--- config.mk ---
export PLATFORM = sky130hd
export DESIGN_NAME = string_refcount_scheduler
export DESIGN_NICKNAME = d
export VERILOG_FILES = /design/src/rtl/string_table_pkg.sv /design/src/rtl/rr_arbiter_onehot.sv /design/src/rtl/string_refcount_scheduler.sv
export SDC_FILE = /design/constraint.sdc
export NUM_CORES = 1
export LEC_CHECK = 0
export BUFFER_PORTS_ARGS = -buffer_cell sky130_fd_sc_hd__buf_2
export CAP_MARGIN = 20
export CORE_ASPECT_RATIO = 2
export CORE_MARGIN = 4
export CORE_UTILIZATION = 55
export CTS_CLUSTER_DIAMETER = 100
export DETAILED_ROUTE_END_ITERATION = 7
export HOLD_SLACK_MARGIN = 0.05
export PLACE_DENSITY_LB_ADDON = 0.15
export SLEW_MARGIN = 20
export SYNTH_ARGS = -nofsm -noshare
export SYNTH_HDL_FRONTEND = slang
export SYNTH_HIERARCHICAL = 1
export SYNTH_SLANG_ARGS = --single-unit
export TNS_END_PERCENT = 50
--- constraint.sdc ---
create_clock -name clk -period 11.23 [get_ports clk]
set_input_delay 0 -clock clk [delete_from_list [all_inputs] [get_ports clk]]
set_output_delay 0 -clock clk [all_outputs]
set_load 0.05 [all_outputs]
--- src/rtl/string_table_pkg.sv ---
// Shared string-table types: handle type, null handle, per-request delta type
// and the width rule for summed reference-count deltas.
package string_table_pkg;

  typedef logic [63:0]        string_handle_t;
  typedef logic signed [7:0]  refcount_delta_t;

  localparam string_handle_t NULL_HANDLE = '0;

  // Wide enough that adding num_req deltas of delta_width bits cannot overflow.
  function automatic int sum_width(input int delta_width, input int num_req);
    return delta_width + $clog2(num_req) + 1;
  endfunction

endpackage

--- src/rtl/rr_arbiter_onehot.sv ---
// Round-robin pick: the first valid requester at or after ptr, wrapping modulo N.
// Returns the winner as a one-hot vector and as a binary index.
module rr_arbiter_onehot #(
  parameter int N         = 4,
  localparam int IDX_WIDTH = (N > 1) ? $clog2(N) : 1
) (
  input  logic [N-1:0]         valid,
  input  logic [IDX_WIDTH-1:0] ptr,
  output logic                 any,
  output logic [N-1:0]         grant,
  output logic [IDX_WIDTH-1:0] grant_idx
);

  localparam logic [IDX_WIDTH:0] N_EXT = (IDX_WIDTH + 1)'(N);

  logic [2*N-1:0]       doubled;
  logic [N-1:0]         rotated;
  logic [IDX_WIDTH-1:0] offset;
  logic [IDX_WIDTH:0]   raw_idx;

  // Rotating the request vector so ptr lands at bit 0 turns round-robin into
  // a plain lowest-bit priority search.
  assign doubled = {valid, valid} >> ptr;
  assign rotated = doubled[N-1:0];

  // NOTE: every output of a combinational block gets a default first, so no
  // path leaves it unassigned and no latch is inferred.
  always_comb begin
    offset = '0;
    any    = 1'b0;
    for (int k = N - 1; k >= 0; k--) begin
      if (rotated[k]) begin
        offset = k[IDX_WIDTH-1:0];
        any    = 1'b1;
      end
    end
  end

  always_comb begin
    raw_idx   = {1'b0, ptr} + {1'b0, offset};
    if (raw_idx >= N_EXT) raw_idx = raw_idx - N_EXT;
    grant_idx = raw_idx[IDX_WIDTH-1:0];
    grant     = '0;
    grant[grant_idx] = any;
  end

endmodule

--- src/rtl/string_refcount_scheduler.sv ---
// Shares the string table's single refcount update port among NUM_REQ requesters:
// round-robin arbitration, same-handle coalescing, zero-sum elision, statistics.
module string_refcount_scheduler
  import string_table_pkg::*;
#(
  parameter int NUM_REQ      = 4,
  parameter int HANDLE_WIDTH = 64,
  parameter int DELTA_WIDTH  = 8,
  parameter int COUNT_WIDTH  = 16,
  localparam int SUM_WIDTH   = sum_width(DELTA_WIDTH, NUM_REQ),
  localparam int IDX_WIDTH   = (NUM_REQ > 1) ? $clog2(NUM_REQ) : 1
) (
  input  logic                            clk,
  input  logic                            rst_n,
  input  logic [NUM_REQ-1:0]              req_valid,
  output logic [NUM_REQ-1:0]              req_ready,
  input  logic [NUM_REQ*HANDLE_WIDTH-1:0] req_handle,
  input  logic [NUM_REQ*DELTA_WIDTH-1:0]  req_delta,
  output logic                            upd_valid,
  input  logic                            upd_ready,
  output logic [HANDLE_WIDTH-1:0]         upd_handle,
  output logic [SUM_WIDTH-1:0]            upd_delta,
  output logic [COUNT_WIDTH-1:0]          issued_count,
  output logic [COUNT_WIDTH-1:0]          elided_count,
  output logic                            null_err
);

  logic [HANDLE_WIDTH-1:0]       handles [NUM_REQ];
  logic signed [DELTA_WIDTH-1:0] deltas  [NUM_REQ];

  for (genvar i = 0; i < NUM_REQ; i++) begin : g_unpack
    assign handles[i] = req_handle[i*HANDLE_WIDTH +: HANDLE_WIDTH];
    assign deltas[i]  = req_delta[i*DELTA_WIDTH +: DELTA_WIDTH];
  end

  logic [IDX_WIDTH-1:0] rr_ptr;
  logic [IDX_WIDTH-1:0] ptr_next;
  logic                 any_valid;
  logic [NUM_REQ-1:0]   win_onehot;
  logic [IDX_WIDTH-1:0] win_idx;

  rr_arbiter_onehot #(.N(NUM_REQ)) u_arb (
    .valid     (req_valid),
    .ptr       (rr_ptr),
    .any       (any_valid),
    .grant     (win_onehot),
    .grant_idx (win_idx)
  );

  logic                        can_load;
  logic                        grant_active;
  logic [HANDLE_WIDTH-1:0]     win_handle;
  logic [NUM_REQ-1:0]          grant_set;
  logic signed [SUM_WIDTH-1:0] sum;
  logic                        null_grant;
  logic                        zero_grant;
  logic                        load_upd;
  logic                        upd_xfer;

  assign can_load     = !upd_valid || upd_ready;
  assign grant_active = rst_n && can_load && any_valid;
  assign win_handle   = handles[win_idx];

  // The winner is always in its own grant set; others join on an equal handle.
  always_comb begin
    grant_set = '0;
    sum       = '0;
    for (int i = 0; i < NUM_REQ; i++) begin
      if (req_valid[i] && (handles[i] == win_handle)) begin
        grant_set[i] = 1'b1;
        sum          = sum + SUM_WIDTH'(deltas[i]);
      end
    end
  end

  assign req_ready  = grant_active ? grant_set : '0;
  assign null_grant = grant_active && (win_handle == HANDLE_WIDTH'(NULL_HANDLE));
  assign zero_grant = grant_active && !null_grant && (sum == '0);
  assign load_upd   = grant_active && !null_grant && (sum != '0);
  assign upd_xfer   = upd_valid && upd_ready;
  assign ptr_next   = (win_idx == IDX_WIDTH'(NUM_REQ - 1)) ? '0 : win_idx + IDX_WIDTH'(1);

  // NOTE: sequential state uses non-blocking assignments only, so every
  // register samples pre-edge values regardless of statement order.
  always_ff @(posedge clk or negedge rst_n) begin
    if (!rst_n) begin
      upd_valid    <= 1'b0;
      upd_handle   <= '0;
      upd_delta    <= '0;
      issued_count <= '0;
      elided_count <= '0;
      null_err     <= 1'b0;
      rr_ptr       <= '0;
    end else begin
      if (can_load) upd_valid <= load_upd;
      if (load_upd) begin
        upd_handle <= win_handle;
        upd_delta  <= sum;
      end
      if (upd_xfer && (issued_count != '1)) issued_count <= issued_count + COUNT_WIDTH'(1);
      if (zero_grant && (elided_count != '1)) elided_count <= elided_count + COUNT_WIDTH'(1);
      if (null_grant) null_err <= 1'b1;
      if (grant_active) rr_ptr <= ptr_next;
    end
  end

  logic unused_onehot;
  assign unused_onehot = ^win_onehot;

endmodule
==> metrics.log, run 1 <==
[metrics] stage where the run ended: global routing
[metrics] number of levels the H-tree was split into: 3
[metrics] initial cell density of the core: 0.5600
[metrics] pre-CTS setup slack: 0.1348 ns
[metrics] CTS max path bufs: 2
[metrics] global-route wire length before repair: 157000 um
[metrics] GRT Util Overall: 0.6635
[metrics] number of nets in the synthesized netlist: approximately 2.2k
[metrics] post-CTS resize count: 0
[metrics] post-CTS repair timing setup buffer count: 0
[metrics] hold-fix buffer count after cts: 2
[metrics] count of clock tree sinks: 111
[metrics] placed wire-length estimate: 80630 um
[metrics] Avg Synthesized Cell Area: 8.468 um2
[metrics] outcome: did not finish
[metrics] total instance count after detailed placement: approximately 2.6k
[metrics] routability congestion estimate: 1.285
[metrics] Die H: 250.8 um
[metrics] total gr overflow: 26
[metrics] Yosys Warn Count: 6
[metrics] DIE WIDTH: 129.4 um
[metrics] # port buffers: 407
[metrics] number of top-level design ports: 408
[metrics] vias in the first global route: 21.31k
[metrics] cell row count: 88
[metrics] Root Driver: sky130_fd_sc_hd__clkbuf_16
[metrics] pin count of the biggest net entering global routing: 92
[metrics] number of standard cells after synthesis: 1915
[metrics] Mapped Area: 16220 um2
[metrics] clock buffer count from CTS: 9
[metrics] stop err: [ERROR GRT-0116] Global routing finished with congestion. Check the congestion regions in the DRC Viewer.
stage by stage:
step,area (um2),utilization
floorplan,16220,-
global placement,18660,0.6444
detailed placement,18660,0.6444
CTS,19000,0.6560
routing by layer:
metal,GRT overflow,global-route usage
met5,0,0.03096
met4,16,0.7244
met3,0,0.4291
met2,10,0.9072
met1,0,0.6187
==> run 2: changes to the inputs <==
--- a/config.mk
+++ b/config.mk
@@ -7,12 +7,9 @@
 export LEC_CHECK = 0
 export BUFFER_PORTS_ARGS = -buffer_cell sky130_fd_sc_hd__buf_2
 export CAP_MARGIN = 20
-export CORE_ASPECT_RATIO = 2
 export CORE_MARGIN = 4
-export CORE_UTILIZATION = 55
-export CTS_CLUSTER_DIAMETER = 100
+export CORE_UTILIZATION = 40
 export DETAILED_ROUTE_END_ITERATION = 7
-export HOLD_SLACK_MARGIN = 0.05
 export PLACE_DENSITY_LB_ADDON = 0.15
 export SLEW_MARGIN = 20
 export SYNTH_ARGS = -nofsm -noshare
==> run 2 against run 1 <==
Effect of this change:
- the run now ends clean
- synthesized area unchanged
- synthesized cell count did not move
==> metrics.log, run 2 <==
[metrics] met1 Use GR: 0.5768
[metrics] type of the worst min-delay path: in -> async
[metrics] Reg2Reg Setup Slack: 0.52 ns
[metrics] # port buffers: a little over 400
[metrics] Biggest register: upd_handle
[metrics] ratio of total power to cell area: ~300 nW/um2
[metrics] largest fanout of any net on the critical path: 23
[metrics] initial cell density of the core: 0.4063
[metrics] share of the clock period used by the worst path after layout: 0.9541
[metrics] number of nets in the synthesized netlist: 2247
[metrics] headroom to the max-slew limit: 0.1883
[metrics] CP startpoint kind: flip-flop
[metrics] routability congestion estimate: 1.086
[metrics] leading cell type in the layout, fill and taps excluded: sky130_fd_sc_hd__buf_2
[metrics] fraction of layout instances using a drive strength above 1: 0.2680
[metrics] TritonCTS clock tree: built
[metrics] clock-pin slew of the registers on the worst-case setup and hold paths: 0.08 ns
[metrics] outcome: finished clean
[metrics] average detailed-routed wire length per instance: 34.85 um
[metrics] Routed WL: 98560 um
[metrics] cell row count: 73
[metrics] Crit path buffers/inverters: 7
[metrics] largest registers ranked by flip-flop count: upd_handle (64), elided_count (16), issued_count (16)
[metrics] GRT Util Overall: 0.4246
[metrics] maximum vdd ir drop: 173.4 uV
[metrics] CTS max path bufs: 2
[metrics] Max-cap violations: 0
[metrics] startpoint of the worst register-to-register path: rr_ptr[0]
[metrics] depth of the most critical reg-to-reg path: 45
[metrics] number of top-level design ports: 408
[metrics] Die H: 209.3 um
[metrics] Yosys Warn Count: 6
[metrics] layer with the highest usage: met2
[metrics] Final Max Tran Viols: 0
[metrics] arrival time reported for the critical path endpoint: 10.97 ns
[metrics] final critical-path required period: 10.71 ns
[metrics] cell mode on critical path: sky130_fd_sc_hd__a21oi_1
[metrics] worst setup skew after layout: 0.01285 ns
[metrics] DIE WIDTH: between 200 and 250 um
[metrics] Hold Vio Cnt, Final: 0
[metrics] total number of vias: roughly 19k
[metrics] top library cells by usage in the layout, fill and taps aside: sky130_fd_sc_hd__buf_2 (406), sky130_fd_sc_hd__xnor2_1 (190), sky130_fd_sc_hd__mux2i_1 (171), sky130_fd_sc_hd__xor2_1 (171), sky130_fd_sc_hd__dfrtp_1 (110)
[metrics] family with the most delay on the worst path: compound AO/OA/AOI/OAI gates
[metrics] fill cell total of the finished layout: 3953
[metrics] number of standard cells after synthesis: 1915
[metrics] highest achievable clock rate: 93.33 MHz
[metrics] vias in the first global route: ~18k
[metrics] placed wire-length estimate: around 83000 um
[metrics] clock latency of the later-clocked register in the worst-skew pair: roughly 0.37 ns
[metrics] number of antenna violations at the first check in global routing: 11
[metrics] Mapped Area: 16220 um2
[metrics] type of destination of the critical path: flip-flop
[metrics] total gr overflow: 0
[metrics] count of clock tree sinks: 111
[metrics] endpoint of the worst-slack reg-to-reg timing path: upd_handle[27]
[metrics] total die area: 43820 um2
[metrics] global-route wire length before repair: ~140000 um
[metrics] drt first pass iters: 7
[metrics] worst hold-check slack: 0.2088 ns
[metrics] pin count of the biggest net entering global routing: 68
[metrics] clock buffer count from CTS: 9
[metrics] multi-input logic area: 12420 um2
[metrics] area growth from synthesis to layout: 18.90%
[metrics] post-detailed-route count of antenna-violating nets: 0
[metrics] M2 GR Usage: 0.6205
[metrics] Worst Path Class, Setup: reg -> reg
[metrics] final setup violating endpoints: 0
[metrics] transition time at the pin with the least slew margin: around 1.2 ns
[metrics] Avg Synthesized Cell Area: 8.468 um2
[metrics] ratio of routed vias to standard cells: about 6.6
[metrics] flip-flop count of the largest register after layout: 64
[metrics] GR Util met3: 0.1302
[metrics] crit-path max cell delay: about 0.56 ns
[metrics] aggregate negative setup slack: 0 ns
[metrics] Sequential cell area: 2779 um2
[metrics] Root Driver: sky130_fd_sc_hd__clkbuf_16
[metrics] drt initial violations: ~2.9k
[metrics] setup repair after global routing missed its margin: false
[metrics] number of levels the H-tree was split into: 3
[metrics] core area: roughly 40000 um2
[metrics] standard cell with the maximum stage delay on the critical path: sky130_fd_sc_hd__or4_1
[metrics] leak pwr: 9.090 nW
[metrics] Residual DRC: 0
[metrics] post-layout net count: 2622
[metrics] worst endpoint required time: 11.49 ns
## run 2: metrics by stage
stage                     std cells  instance area [um2]  total power, W  setup slack, ns  utilization
after floorplan                1915                16220        0.003324            1.817            -
after detailed placement       2793                18820        0.005185           0.4005       0.4715
final                          2828                19280        0.005825           0.5154       0.4831
after CTS                      2811                19170        0.005548           0.3289       0.4803
after global routing           2822                19270        0.005891         0.002884       0.4827
after global placement         2793                18820        0.005208           0.6820       0.4715
## run 2: final cells by class
| type | count | area share |
|---|---|---|
| Sequential cell | 111 | 0.1441 |
| Inverter | 89 | 0.01733 |
| Multi-Input combinational cell | 1587 | 0.6443 |
| Tap cell | 525 | 0.03407 |
| Timing Repair Buffer | 492 | 0.1419 |
| Clock inverter | 7 | 0.005516 |
| Antenna cell | 8 | 0.001038 |
| Clock buffer | 9 | 0.01168 |
## run 2: worst max path at each step
stage | from | endpoint | slack (ns) | depth (start not counted)
floorplan | rr_ptr[0] | elided_count[1] | 1.82 | 45
global placement | rr_ptr[0] | upd_handle[63] | 0.68 | 41
detailed placement | rr_ptr[0] | upd_delta[2] | 0.40 | 39
CTS | rr_ptr[0] | upd_handle[19] | 0.33 | 39
global route | rr_ptr[0] | upd_handle[27] | 0.003 | 44
finish | rr_ptr[0] | upd_handle[27] | 0.52 | 45
## run 2: where the power goes
part | switching [W] | internal (W) | leakage, nW
clock network | 0.000169 | 0.000181 | 0.156
registers | 0.0000325 | 0.000421 | 1.49
logic | 0.00338 | 0.00165 | 7.44
## run 2: what timing repair did
item,4_1_cts,5_1_grt
endpoints found under the setup margin,0,91
hold endpoints to repair,45,0
hold buffers,2,0
resized for setup,0,6
buffers inserted,0,8
## run 2: worst reg2reg max path, delay by kind of cell (launching register included)
family	cells	cell delay [ns]
compound gates	18	4.12
xor+xnor	4	0.54
fa+ha+maj	4	1.12
buf+inv	7	1.16
flops	1	0.50
mux	3	0.78
simple gates	9	2.37
## run 2: per-layer routing
layer	routed length (um)	vias up
met2	40760	1407
met5	41	-
met4	5664	6
met1	40350	9070
met3	11740	279
li1	-	7769
Note: power is estimated with default switching activity, not from simulation.
